`src/rtl/mem_req_arbiter_if.sv`:
```
// Bus bundle between the fetch/load-store requesters, the arbiter
// and the shared memory port. slave = arbiter view, master = env view.
interface mem_req_arbiter_if;

    // Fetch requester
    logic        inst_req;
    logic [31:0] inst_addr;
    logic        inst_addr_ok;
    logic        inst_data_ok;

    // Load/store requester
    logic        data_req;
    logic        data_wr;
    logic [3:0]  data_wstrb;
    logic [31:0] data_addr;
    logic [31:0] data_wdata;
    logic        data_addr_ok;
    logic        data_data_ok;

    // Shared read data
    logic [31:0] rsp_rdata;

    // Memory port
    logic        mem_req;
    logic        mem_wr;
    logic [3:0]  mem_wstrb;
    logic [31:0] mem_addr;
    logic [31:0] mem_wdata;
    logic        mem_addr_ok;
    logic        mem_data_ok;
    logic [31:0] mem_rdata;

    modport slave (
        input  inst_req, inst_addr,
        output inst_addr_ok, inst_data_ok,
        input  data_req, data_wr, data_wstrb, data_addr, data_wdata,
        output data_addr_ok, data_data_ok,
        output rsp_rdata,
        output mem_req, mem_wr, mem_wstrb, mem_addr, mem_wdata,
        input  mem_addr_ok, mem_data_ok, mem_rdata
    );

    modport master (
        output inst_req, inst_addr,
        input  inst_addr_ok, inst_data_ok,
        output data_req, data_wr, data_wstrb, data_addr, data_wdata,
        input  data_addr_ok, data_data_ok,
        input  rsp_rdata,
        input  mem_req, mem_wr, mem_wstrb, mem_addr, mem_wdata,
        output mem_addr_ok, mem_data_ok, mem_rdata
    );

endinterface

```
`src/rtl/mem_req_arbiter.sv`:
```
// Two-requester arbiter onto one memory port, one outstanding txn.
// Define MEM_ARB_RR_EN for round-robin on contention (else data wins).
module mem_req_arbiter (
    input  logic               clk,
    input  logic               resetn,
    mem_req_arbiter_if.slave   bus
);

    typedef enum logic [1:0] {
        IDLE = 2'd0,
        ADDR = 2'd1,
        DATA = 2'd2
    } state_t;

    localparam logic OWN_INST = 1'b0;
    localparam logic OWN_DATA = 1'b1;

    state_t state_q;
    state_t state_d;
    logic   owner_q;
    logic   grant_d;
    logic   any_req;

    assign any_req = bus.inst_req | bus.data_req;

`ifdef MEM_ARB_RR_EN
    logic last_grant_q;

    // Contention goes to whoever was not granted last
    always_comb begin
        grant_d = bus.data_req ? OWN_DATA : OWN_INST;
        if (bus.inst_req && bus.data_req) begin
            grant_d = ~last_grant_q;
        end
    end

    // Remember the most recent grant
    always_ff @(posedge clk or negedge resetn) begin
        if (!resetn) begin
            last_grant_q <= OWN_INST;
        end else if (state_q == IDLE && any_req) begin
            last_grant_q <= grant_d;
        end
    end
`else
    // Fixed priority: data beats fetch
    always_comb begin
        grant_d = bus.data_req ? OWN_DATA : OWN_INST;
    end
`endif

    // Latch the owner when a transaction starts
    always_ff @(posedge clk or negedge resetn) begin
        if (!resetn) begin
            owner_q <= OWN_DATA;
        end else if (state_q == IDLE && any_req) begin
            owner_q <= grant_d;
        end
    end

    // State register
    always_ff @(posedge clk or negedge resetn) begin
        if (!resetn) begin
            state_q <= IDLE;
        end else begin
            state_q <= state_d;
        end
    end

    // Next-state: IDLE -> ADDR -> DATA -> IDLE
    always_comb begin
        state_d = state_q;
        unique case (state_q)
            IDLE: if (any_req)         state_d = ADDR;
            ADDR: if (bus.mem_addr_ok) state_d = DATA;
            DATA: if (bus.mem_data_ok) state_d = IDLE;
            default:                   state_d = IDLE;
        endcase
    end

    // Outputs: route the owner in ADDR, return data in DATA
    always_comb begin
        bus.mem_req      = 1'b0;
        bus.mem_wr       = 1'b0;
        bus.mem_wstrb    = 4'h0;
        bus.mem_addr     = 32'h0;
        bus.mem_wdata    = 32'h0;
        bus.inst_addr_ok = 1'b0;
        bus.data_addr_ok = 1'b0;
        bus.inst_data_ok = 1'b0;
        bus.data_data_ok = 1'b0;
        bus.rsp_rdata    = 32'h0;
        unique case (state_q)
            ADDR: begin
                bus.mem_req = 1'b1;
                if (owner_q == OWN_DATA) begin
                    bus.mem_wr       = bus.data_wr;
                    bus.mem_wstrb    = bus.data_wstrb;
                    bus.mem_addr     = bus.data_addr;
                    bus.mem_wdata    = bus.data_wdata;
                    bus.data_addr_ok = bus.mem_addr_ok;
                end else begin
                    bus.mem_addr     = bus.inst_addr;
                    bus.inst_addr_ok = bus.mem_addr_ok;
                end
            end
            DATA: begin
                if (bus.mem_data_ok) begin
                    bus.rsp_rdata = bus.mem_rdata;
                    if (owner_q == OWN_DATA) begin
                        bus.data_data_ok = 1'b1;
                    end else begin
                        bus.inst_data_ok = 1'b1;
                    end
                end
            end
            default: begin
            end
        endcase
    end

endmodule

```
`src/flat_wrapper.sv`:
```
// flat-port wrapper written by rule: the top's interface ports become plain ports
module mem_req_arbiter_flat 
  (clk, resetn, bus_inst_req, bus_inst_addr, bus_inst_addr_ok, bus_inst_data_ok, bus_data_req, bus_data_wr, bus_data_wstrb, bus_data_addr, bus_data_wdata, bus_data_addr_ok, bus_data_data_ok, bus_rsp_rdata, bus_mem_req, bus_mem_wr, bus_mem_wstrb, bus_mem_addr, bus_mem_wdata, bus_mem_addr_ok, bus_mem_data_ok, bus_mem_rdata);
  mem_req_arbiter_if bus_i ();
  input  logic clk;
  input  logic resetn;
  input wire logic [$bits(bus_i.inst_req)-1:0] bus_inst_req;
  input wire logic [$bits(bus_i.inst_addr)-1:0] bus_inst_addr;
  output wire logic [$bits(bus_i.inst_addr_ok)-1:0] bus_inst_addr_ok;
  output wire logic [$bits(bus_i.inst_data_ok)-1:0] bus_inst_data_ok;
  input wire logic [$bits(bus_i.data_req)-1:0] bus_data_req;
  input wire logic [$bits(bus_i.data_wr)-1:0] bus_data_wr;
  input wire logic [$bits(bus_i.data_wstrb)-1:0] bus_data_wstrb;
  input wire logic [$bits(bus_i.data_addr)-1:0] bus_data_addr;
  input wire logic [$bits(bus_i.data_wdata)-1:0] bus_data_wdata;
  output wire logic [$bits(bus_i.data_addr_ok)-1:0] bus_data_addr_ok;
  output wire logic [$bits(bus_i.data_data_ok)-1:0] bus_data_data_ok;
  output wire logic [$bits(bus_i.rsp_rdata)-1:0] bus_rsp_rdata;
  output wire logic [$bits(bus_i.mem_req)-1:0] bus_mem_req;
  output wire logic [$bits(bus_i.mem_wr)-1:0] bus_mem_wr;
  output wire logic [$bits(bus_i.mem_wstrb)-1:0] bus_mem_wstrb;
  output wire logic [$bits(bus_i.mem_addr)-1:0] bus_mem_addr;
  output wire logic [$bits(bus_i.mem_wdata)-1:0] bus_mem_wdata;
  input wire logic [$bits(bus_i.mem_addr_ok)-1:0] bus_mem_addr_ok;
  input wire logic [$bits(bus_i.mem_data_ok)-1:0] bus_mem_data_ok;
  input wire logic [$bits(bus_i.mem_rdata)-1:0] bus_mem_rdata;
  assign bus_i.inst_req = bus_inst_req;
  assign bus_i.inst_addr = bus_inst_addr;
  assign bus_inst_addr_ok = bus_i.inst_addr_ok;
  assign bus_inst_data_ok = bus_i.inst_data_ok;
  assign bus_i.data_req = bus_data_req;
  assign bus_i.data_wr = bus_data_wr;
  assign bus_i.data_wstrb = bus_data_wstrb;
  assign bus_i.data_addr = bus_data_addr;
  assign bus_i.data_wdata = bus_data_wdata;
  assign bus_data_addr_ok = bus_i.data_addr_ok;
  assign bus_data_data_ok = bus_i.data_data_ok;
  assign bus_rsp_rdata = bus_i.rsp_rdata;
  assign bus_mem_req = bus_i.mem_req;
  assign bus_mem_wr = bus_i.mem_wr;
  assign bus_mem_wstrb = bus_i.mem_wstrb;
  assign bus_mem_addr = bus_i.mem_addr;
  assign bus_mem_wdata = bus_i.mem_wdata;
  assign bus_i.mem_addr_ok = bus_mem_addr_ok;
  assign bus_i.mem_data_ok = bus_mem_data_ok;
  assign bus_i.mem_rdata = bus_mem_rdata;
  mem_req_arbiter u_core (.clk(clk), .resetn(resetn), .bus(bus_i));
endmodule
```
`config.mk`:
```
export PLATFORM = sky130hd
export DESIGN_NAME = mem_req_arbiter_flat
export DESIGN_NICKNAME = d
export VERILOG_FILES = /design/src/rtl/mem_req_arbiter_if.sv /design/src/rtl/mem_req_arbiter.sv /design/src/flat_wrapper.sv
export SDC_FILE = /design/constraint.sdc
export NUM_CORES = 1
export LEC_CHECK = 0
export BUFFER_PORTS_ARGS = -buffer_cell sky130_fd_sc_hd__clkbuf_2
export CORE_AREA = 2 2 96 98
export CTS_BUF_LIST = sky130_fd_sc_hd__clkbuf_4 sky130_fd_sc_hd__clkbuf_8
export DETAILED_ROUTE_END_ITERATION = 8
export DIE_AREA = 0 0 98 100
export PLACE_DENSITY = 0.56
export SLEW_MARGIN = 5
export SYNTH_ARGS = -nofsm -noshare
export SYNTH_HDL_FRONTEND = slang
export SYNTH_SLANG_ARGS = --single-unit
```
`constraint.sdc`:
```
create_clock -name clk -period 2.36 [get_ports clk]
set_clock_uncertainty 0.1 [all_clocks]
set_input_delay 0.708 -clock clk [delete_from_list [all_inputs] [get_ports clk]]
set_output_delay 0.708 -clock clk [all_outputs]
set_load 0.02 [all_outputs]
```
==> results of run 1 <==
kinds of logic after synthesis:
kind of cell    after synthesis  share of synthesized area
simple gates                112                      0.532
flops                         3                     0.0648
mux                          32                      0.272
buf+inv                      21                      0.112
compound gates                3                     0.0191
cell type report:
cell class | count | area (µm²)
fill | 1009 | 6340
timing repair buffer | 249 | 1300
multi-input combinational | 147 | 975
tap | 111 | 139
sequential | 3 | 77.6
clock buffer | 4 | 48.8
inverter | 1 | 6.26
flip-flops by register name, indices dropped and copies added, names as in the netlist:
| signal | count |
|---|---|
| u_core.state_q | 2 |
| u_core.owner_q | 1 |
synthesized netlist by cell type, drive strengths merged:
cell and instances:
a211oi 1, a22o 1, and2 33, and3 37
and3b 1, buf 13, clkbuf 7, dfrtp 2
dfstp 1, inv 1, mux2i 32, nand2 1
nand2b 2, nor2 33, nor2b 1, nor3 2
nor3b 1, o22ai 1, or3b 1
report_power, final:
group / switching [mW] / internal, mW
combinational: 1.46 / 0.880
sequential: 0.0401 / 0.0862
clock: 0.0334 / 0.127
total: 1.53 / 1.09
layout by cell type, fill, tap and decap left out, drive strengths merged, types with 2 or more instances in the layout:
cell / instances
and2: 33
and3: 37
mux2i: 32
dfrtp: 2
buf: 12
nor2: 33
clkbuf: 241
nor3: 2
nand2b: 2
worst paths after layout:
check | startpoint | to
setup / recovery | bus_mem_data_ok | bus_rsp_rdata[30]
setup reg to reg | u_core.state_q[1] | u_core.owner_q
max in group asynchronous | resetn | u_core.owner_q
hold reg to reg | u_core.state_q[1] | u_core.state_q[0]
min in group clk | u_core.state_q[1] | u_core.state_q[0]
hold / removal | resetn | u_core.state_q[0]
timing repair:
item	4_1_cts	5_1_grt
gates resized for setup	1	11
endpoints found under the setup margin	37	35
setup buffers	0	0
metal layers:
metal	GRT usage	wire length [µm]
met1	0.126	2300
met5	0	0
met4	0.0256	41
met3	0.0195	546
met2	0.194	3130
metrics by stage:
stage               hold slack [ns]   util  cells  cell area, µm²  worst slack (ns)
floorplan                     0.312      -    171            1180             0.130
global placement              0.409  0.280    511            2480            0.0687
detailed placement            0.409  0.280    511            2480            0.0480
CTS                           0.181  0.285    515            2540            0.0474
global route                  0.175  0.286    515            2540           -0.0260
finish                        0.183  0.286    515            2540            0.0519
==> reports/qor.csv, run 1 <==
stage,metric,value,unit
clocking,clockBufferDepth,2,
synthesis,synth_top_cell_area_share,0.272,
drt,firstDrtPassIters,4,
clocking,clockRootBuffer,clkbuf_8,
floorplanning,pin_count,245,
layout,num-nets-final,544,
synthesis,synth_cell_types,22,
floorplanning,core_area,8890,µm²
critical_path,crit_slowest_cell,and3b_2,
sta,relSlewSlack,0.771,
drt,wl_per_cell,11.7,µm
place,io_buffers,244,
floorplanning,dieArea,9800,µm²
clocking,cts_tree,yes,
synthesis,synth_warnings,0,
sta,hold_viol_final,0,
power_and_ir_drop,pwr_density_cell,1030,nW/µm²
global_routing,track_usage,0.105,
global_routing,grt_start_max_net_pins,41,
critical_path,critPathBufInv,3,
synthesis,synth_seq_area_share,0.0648,
critical_path,cp.arrival,1.50,ns
clocking,cts_buffers,3,
sta,setup_viol,0,
critical_path,crit_path_start_kind,input pin,
sta,rsz0062_at_grt,true,
critical_path,path_class,in -> out,
global_routing,grt_pass1_vias,1772,
synthesis,syn_area_per_cell,6.89,µm²
floorplanning,rows,35,
drt,drt_iter0_markers,27,
sta,timing.final.max_slew_violations,0,
synthesis,synth_area,1180,µm²
clocking,clock_sinks,3,
layout,antenna_cells,0,
sta,worstMarginPinSlew,0.343,ns
power_and_ir_drop,ir_drop,0.506,mV
critical_path,cp_max_fo,34,
clocking,clk_pin_slew,0.03,ns
drt,wirelength,6.01,mm
synthesis,synthTopCellsByArea,"mux2i_1 27%, and3_1 20%, and2_1 18%",
place,dp_hpwl,5.12,mm
critical_path,end_kind,primary output,
clocking,cts_hold_buffers,0,
clocking,cts_max_level,1,
critical_path,path_depth,5,
critical_path,required,1.55,ns
drt,drc,0,
drt,vias,2055,
synthesis,ys_ff_latch,3,
synthesis,yosys.area.top_type,mux2i_1,
sta,post-route-min-period,2.31,ns
synthesis,syn_inst,171,
floorplanning,die_x,98,µm
power_and_ir_drop,p_leak,1.76,nW
power_and_ir_drop,power.total,2.62,mW
sta,fin_crit_sh,0.978,
flow_run,maxCapViolCount,0,
sta,fmax,0.433,GHz
outcome,outcome,"finished, final reports clean",
critical_path,cp_common_cell,clkbuf_2,
sta,finalSetupTns,0,ns
critical_path,crit_path_cell_trace,clkbuf_2 > and3b_2 > buf_12 > and2_1 > clkbuf_2,
drt,viasPerCell,3.99,
critical_path,critPathTopFamily,buffers and inverters,
floorplanning,initial_core_util,0.132,
global_routing,grt_antenna_before_repair,0,
layout,drive_above_1_share,0.644,
place,gp_congestion,0.835,
synthesis,synth_nets,310,
drt,drtAntennaViolNets,0,
critical_path,rr_worst_depth,3,
floorplanning,die_h,100,µm
critical_path,slowest_delay,0.23,ns
layout,area_growth,116,%
worst_hold_path,hold_path.class,in -> async,
clocking,clock_latency,0.22,ns
critical_path,r2r_slack,1.02,ns
global_routing,grt_pass1_wl,8.56,mm
global_routing,overflow,0,
Note: power is estimated with default switching activity, not from simulation.
==> run 2, diff against run 1 <==
--- a/config.mk
+++ b/config.mk
@@ -7,9 +7,11 @@
 export LEC_CHECK = 0
 export BUFFER_PORTS_ARGS = -buffer_cell sky130_fd_sc_hd__clkbuf_2
-export CORE_AREA = 2 2 96 98
+export CELL_PAD_IN_SITES_DETAIL_PLACEMENT = 0
+export CELL_PAD_IN_SITES_GLOBAL_PLACEMENT = 2
+export CORE_ASPECT_RATIO = 0.6
+export CORE_UTILIZATION = 10
 export CTS_BUF_LIST = sky130_fd_sc_hd__clkbuf_4 sky130_fd_sc_hd__clkbuf_8
 export DETAILED_ROUTE_END_ITERATION = 8
-export DIE_AREA = 0 0 98 100
-export PLACE_DENSITY = 0.56
+export PLACE_DENSITY = 0.95
 export SLEW_MARGIN = 5
 export SYNTH_ARGS = -nofsm -noshare
--- a/constraint.sdc
+++ b/constraint.sdc
@@ -3,3 +3,3 @@
 set_input_delay 0.708 -clock clk [delete_from_list [all_inputs] [get_ports clk]]
 set_output_delay 0.708 -clock clk [all_outputs]
-set_load 0.02 [all_outputs]
+set_load 0.05 [all_outputs]
==> run 2 against run 1 <==
Against the previous run:
- global-route usage fell by 0.58 points
- count of clock-buffer cells in the layout stayed put
- critical endpoint is now bus_mem_addr[19]
- via count rose by 2.4%
- critical path depth is 1 lower
- worst hold slack got worse by 0.0018 ns
- cell count is 9.9% higher
- highest routed layer unchanged
- sequential power grew 3%
- sequential cell count is the same
==> reports/qor.csv, run 2 (synthesis gave the netlist of run 1 again) <==
stage,metric,value,unit,change
outcome,outcome,"finished, final reports clean",,
sta,setup_viol,0,,unchanged
critical_path,cp_max_fo,30,,-12%
floorplanning,rows,30,,-14%
critical_path,required,1.55,ns,about the same
flow_run,maxCapViolCount,0,,unchanged
critical_path,slowest_delay,0.57,ns,+0.34 ns
layout,nFillCells,1247,,+24%
critical_path,critPathTopFamily,flip-flops,,
layout,drive_above_1_share,0.791,,+0.147
global_routing,track_usage,0.0993,,-0.00577
sta,rsz0062_at_grt,true,,
clocking,clockRootBuffer,clkbuf_8,,
layout,num-nets-final,546,,+0.37%
drt,vias,2105,,+2.4%
sta,fmax,0.426,GHz,-1.8%
global_routing,grt_pass1_vias,1938,,+9.4%
global_routing,grt_start_max_net_pins,45,,+9.8%
critical_path,path_class,reg -> out,,
critical_path,crit_slowest_cell,dfstp_2,,
critical_path,end_kind,primary output,,
clocking,cts_hold_buffers,0,,unchanged
place,dpl-instance-area,3170,µm²,+27%
clocking,cts_max_level,1,,unchanged
critical_path,crit_path_cell_trace,buf_12 > mux2i_2 > nor2_2 > clkbuf_4,,
critical_path,r2r_slack,0.97,ns,-0.05 ns
floorplanning,core_area,11400,µm²,+28%
floorplanning,pin_count,245,,unchanged
critical_path,r2r-end,u_core.owner_q,,
global_routing,grt_antenna_before_repair,0,,unchanged
layout,final_common_cell,clkbuf_2,,
global_routing,grt_pass1_wl,9.75,mm,+14%
clocking,clock_sinks,3,,unchanged
critical_path,rr_worst_depth,3,,unchanged
clocking,cts_tree,yes,,
layout,largest_register_ff_count,2,,unchanged
critical_path,crit_path_start_kind,flip-flop,,
power_and_ir_drop,ir_drop,0.428,mV,-15%
sta,fin_crit_sh,0.996,,+0.0177
drt,wl_per_cell,12.2,µm,+4.3%
place,gp_congestion,0.847,,+1.4%
global_routing,overflow,0,,unchanged
power_and_ir_drop,p_leak,1.98,nW,+13%
sta,setup_ws,0.0103,ns,-0.0417 ns
layout,layoutNonFillerInstCount,566,,+9.9%
drt,drtAntennaViolNets,0,,unchanged
layout,antenna_cells,0,,unchanged
place,pre_cts_ws,-0.0427,ns,-0.0907 ns
critical_path,cp.arrival,1.54,ns,+0.04 ns
floorplanning,die_h,86.1,µm,-14%
place,dp.cells,562,,+10%
sta,timing.final.max_slew_violations,0,,unchanged
place,dp_hpwl,5.70,mm,+11%
sta,worstMarginPinSlew,0.315,ns,-0.0284 ns
floorplanning,initial_core_util,0.104,,-0.0289
floorplanning,dieArea,12200,µm²,+25%
layout,multiInputGateArea,1080,µm²,+11%
layout,layout_common_cells,"146 x clkbuf_2, 37 x buf_12, 29 x mux2i_1",,
clocking,clock_latency,0.22,ns,about the same
drt,drc,0,,unchanged
clocking,cts_buffers,3,,unchanged
layout,regMostFlops,u_core.state_q,,
layout,fin_area,3460,µm²,+36%
clocking,clockBufferDepth,2,,unchanged
drt,viasPerCell,3.72,,-6.8%
power_and_ir_drop,pwr_density_cell,1330,nW/µm²,+29%
sta,post-route-min-period,2.35,ns,+0.0417 ns
floorplanning,die_x,142,µm,+45%
layout,area.sequential,77.6,µm²,unchanged
layout,largest_registers,"u_core.state_q: 2 flops, u_core.owner_q: 1 flops",,
clocking,clk_pin_slew,0.03,ns,about the same
place,io_buffers,244,,unchanged
layout,area_growth,194,%,
drt,firstDrtPassIters,3,,-1
critical_path,critPathBufInv,2,,-1
sta,finalSetupTns,0,ns,unchanged
worst_hold_path,hold_path.class,in -> async,,
sta,hold_viol_final,0,,unchanged
sta,relSlewSlack,0.791,,+0.0198
drt,wirelength,6.90,mm,+15%
critical_path,reg2reg_from,u_core.state_q[1],,
power_and_ir_drop,power.total,4.60,mW,+75%
drt,drt_iter0_markers,47,,+74%
run 2: changes by cell type in the layout (fill, tap and decap cells not counted), moves of 9 or more:
cell,before,now
clkbuf_4,1,15
and3_2,0,9
and3_1,37,28
buf_12,3,37
nor2_2,0,16
clkbuf_2,237,146
buf_6,0,23
and2_2,0,28
and2_1,33,3
nor2_1,33,17
buf_2,6,23
run 2: area by class of cell:
cell class,count,share of cell area
timing repair buffer,251,0.591
multi-input combinational,147,0.314
tap,160,0.0579
sequential,3,0.0224
clock buffer,4,0.0141
inverter,1,0.00109
run 2: worst reg2reg max path, cell delays in order (launching register included):
cell and delay, ns:
dfrtp_1 0.38, buf_4 0.17, or3b_2 0.47, a22o_1 0.19
run 2: metrics by stage:
step	hold WS [ns]	util
after floorplan	0.312	-
after global placement	0.405	0.279
after detailed placement	0.409	0.279
after CTS	0.175	0.293
after global routing	0.182	0.304
final	0.181	0.304
run 2: how the worst max path moves through the flow:
stage | end | startpoint | cells past startpoint
floorplan | bus_mem_addr[21] | u_core.owner_q | 4
global placement | bus_rsp_rdata[27] | bus_mem_data_ok | 5
detailed placement | bus_rsp_rdata[29] | bus_mem_data_ok | 5
CTS | bus_mem_addr[14] | u_core.owner_q | 4
global route | bus_mem_addr[16] | u_core.owner_q | 4
finish | bus_mem_addr[19] | u_core.owner_q | 4
run 2: timing repair:
| item | 4_1_cts | 5_1_grt |
|---|---|---|
| endpoints found under the hold margin | 0 | 0 |
| pin swaps | 0 | 0 |
| setup buffers | 0 | 0 |
| setup endpoints to repair | 43 | 69 |
| resized for setup | 39 | 98 |
run 2: per-layer routing:
layer  vias up  part of all wire  track usage
li1       1046                 -            -
met1       972              0.46        0.138
met2        82              0.49        0.167
met3         5             0.049       0.0128
met4         0            0.0033       0.0117
met5         -                 0            0
run 2: power by group:
| group | switching, mW | internal (mW) | total, mW |
|---|---|---|---|
| clock | 0.0346 | 0.127 | 0.161 |
| combinational | 2.75 | 1.55 | 4.31 |
| sequential | 0.0441 | 0.0863 | 0.130 |
| total | 2.83 | 1.77 | 4.60 |
==> run 3, diff against run 2 <==
- clock period: 2.36 -> 2.1 ns (I/O delays scaled with it)
==> run 3 against run 2 <==
Against the previous run:
- the run now ends with setup timing left
- cell area up 45%
- utilization up 14 points
- worst hold slack worse by 0.078 ns
- wire length up 33%
- count of clock-buffer cells in the layout unchanged
- cell count up 5.1%
- first-iteration DRC count up 19%
- critical path type unchanged
- highest routed layer unchanged
==> reports/qor.csv, run 3 (synthesis gave the netlist of run 1 again) <==
stage,metric,value,unit,change
sta,fin_crit_sh,1.12,,
clocking,clock_latency,0.22,ns,about the same
power_and_ir_drop,comb_power_share,0.959,,+0.022
layout,area_growth,324,%,
layout,nFillCells,1046,,-16%
sta,timing.final.max_slew_violations,0,,unchanged
power_and_ir_drop,p_clk_frac,0.025,,-0.010
outcome,violations,setup timing,,
clocking,clock_sinks,3,,unchanged
power_and_ir_drop,p_seq_frac,0.016,,-0.012
drt,wirelength,9.19,mm,+33%
layout,layout_common_cells,"138 x clkbuf_2, 39 x buf_8, 35 x and3_4, 35 x clkbuf_16, 22 x buf_12",,
sta,fmax,0.426,GHz,
floorplanning,core_area,11400,µm²,unchanged
critical_path,rr_worst_depth,5,,+2
sta,setup_ws,-0.248,ns,-0.258 ns
floorplanning,rows,30,,unchanged
clocking,clk_pin_slew,0.03,ns,about the same
layout,drive_above_1_share,0.938,,+0.147
global_routing,grt_pass1_wl,12.7,mm,+31%
drt,wl_per_cell,15.5,µm,+27%
power_and_ir_drop,ir_drop,0.608,mV,+42%
place,dp.cells,567,,+0.89%
drt,firstDrtPassIters,4,,+1
global_routing,track_usage,0.132,,+0.0326
flow_run,maxCapViolCount,0,,unchanged
power_and_ir_drop,p_sw_frac,0.514,,-0.101
floorplanning,pin_count,245,,unchanged
layout,multiInputGateArea,1540,µm²,+42%
layout,final_common_cell,clkbuf_2,,
critical_path,cp_max_fo,7,,-77%
drt,drt_iter0_markers,56,,+19%
power_and_ir_drop,pwr_density_cell,1520,nW/µm²,+14%
clocking,cts_max_level,1,,unchanged
power_and_ir_drop,p_leak,2.35,nW,+19%
clocking,clockBufferDepth,2,,unchanged
critical_path,crit_start,u_core.owner_q,,
layout,layoutNonFillerInstCount,595,,+5.1%
power_and_ir_drop,p_int,3.69,mW,+110%
layout,num-nets-final,575,,+5.3%
global_routing,grt_start_max_net_pins,33,,-27%
outcome,outcome,"finished, violations left",,
power_and_ir_drop,power.switching,3.90,mW,+38%
drt,vias,2387,,+13%
clocking,clockRootBuffer,clkbuf_8,,
sta,worstMarginPinSlew,0.269,ns,-0.0456 ns
floorplanning,dieArea,12200,µm²,unchanged
critical_path,required,1.37,ns,-0.18 ns
layout,antenna_cells,0,,unchanged
floorplanning,initial_core_util,0.104,,unchanged
drt,viasPerCell,4.01,,+7.9%
clocking,cts_buffers,3,,unchanged
place,io_buffers,244,,unchanged
sta,rsz0062_at_grt,true,,
critical_path,end_kind,primary output,,
place,dp_hpwl,5.39,mm,-5.4%
place,gp_congestion,0.719,,-15%
sta,setup_viol,105,,+105
clocking,cts_tree,yes,,
sta,relSlewSlack,0.819,,+0.0281
drt,drtAntennaViolNets,0,,unchanged
sta,whs,0.103,ns,-0.0778 ns
sta,post-route-min-period,2.35,ns,
critical_path,crit_path_start_kind,flip-flop,,
critical_path,r2r_slack,0.54,ns,-0.43 ns
critical_path,cp.arrival,1.62,ns,+0.08 ns
layout,largest_register_ff_count,2,,unchanged
critical_path,r2r-end,u_core.owner_q,,
global_routing,overflow,0,,unchanged
drt,drc,0,,unchanged
worst_hold_path,hold_path.class,in -> async,,
critical_path,path_class,reg -> out,,
layout,area.sequential,76.3,µm²,-1.6%
critical_path,reg2reg_from,u_core.state_q[0],,
clocking,cts_hold_buffers,0,,unchanged
layout,regMostFlops,u_core.state_q,,
sta,hold_viol_final,0,,unchanged
layout,largest_registers,"u_core.state_q: 2 flops, u_core.owner_q: 1 flops",,
floorplanning,die_h,86.1,µm,unchanged
floorplanning,die_x,142,µm,unchanged
global_routing,grt_pass1_vias,2482,,+28%
global_routing,grt_antenna_before_repair,0,,unchanged
==> run 3: critical path, stage by stage (launching register included) <==
cell and delay [ns]:
dfstp_2 0.53, buf_12 0.14, buf_4 0.12, buf_8 0.12, clkbuf_16 0.14, and3_4 0.18, clkbuf_16 0.16
==> run 3: worst max path at each step <==
stage,to,slack (ns),cells after the start
floorplan,bus_mem_addr[11],-0.28,5
global placement,bus_rsp_rdata[29],-0.20,5
detailed placement,bus_rsp_rdata[20],-0.22,5
CTS,bus_mem_addr[9],-0.25,5
global route,bus_mem_addr[14],-0.30,5
finish,bus_mem_wdata[0],-0.25,6
==> run 3: final cells by class <==
type                    count  share of cell area
flip-flops and latches      3              0.0153
inverters                   1             0.00225
multi-input cells         147               0.309
well taps                 160              0.0401
repair buffers            280               0.624
clock buffers               4             0.00977
==> run 3: power groups by stage <==
stage | sequential, mW | clock (mW) | combinational [mW]
finish | 0.119 | 0.193 | 7.28
global route | 0.122 | 0.199 | 7.52
floorplan | 0.119 | 0 | 3.50
global placement | 0.141 | 0 | 4.53
detailed placement | 0.138 | 0 | 4.56
CTS | 0.117 | 0.187 | 6.54
==> run 3: through the flow <==
step | utilization | power, mW | setup slack, ns | area [µm²] | setup TNS (ns)
3_5_place_dp | 0.272 | 4.70 | -0.217 | 3090 | -6.28
5_1_grt | 0.439 | 7.84 | -0.304 | 4990 | -22.44
4_1_cts | 0.409 | 6.84 | -0.253 | 4650 | -15.16
2_1_floorplan | - | 3.62 | -0.282 | 1430 | -1.85
6_report | 0.439 | 7.59 | -0.248 | 4990 | -18.20
3_3_place_gp | 0.272 | 4.67 | -0.203 | 3090 | -5.74
==> run 3: what timing repair did <==
item | CTS | global route
gates cloned | 6 | 5
pin swaps | 4 | 9
setup endpoints to repair | 105 | 106
setup buffers | 12 | 2
gates resized for setup | 246 | 84
==> run 3: per-layer routing <==
layer | vias to the layer above | track usage | part of all wire
met5 | - | 0 | 0
met4 | 0 | 0.0283 | 0.012
met3 | 12 | 0.0184 | 0.064
met2 | 127 | 0.265 | 0.55
met1 | 1126 | 0.146 | 0.38
li1 | 1122 | - | -
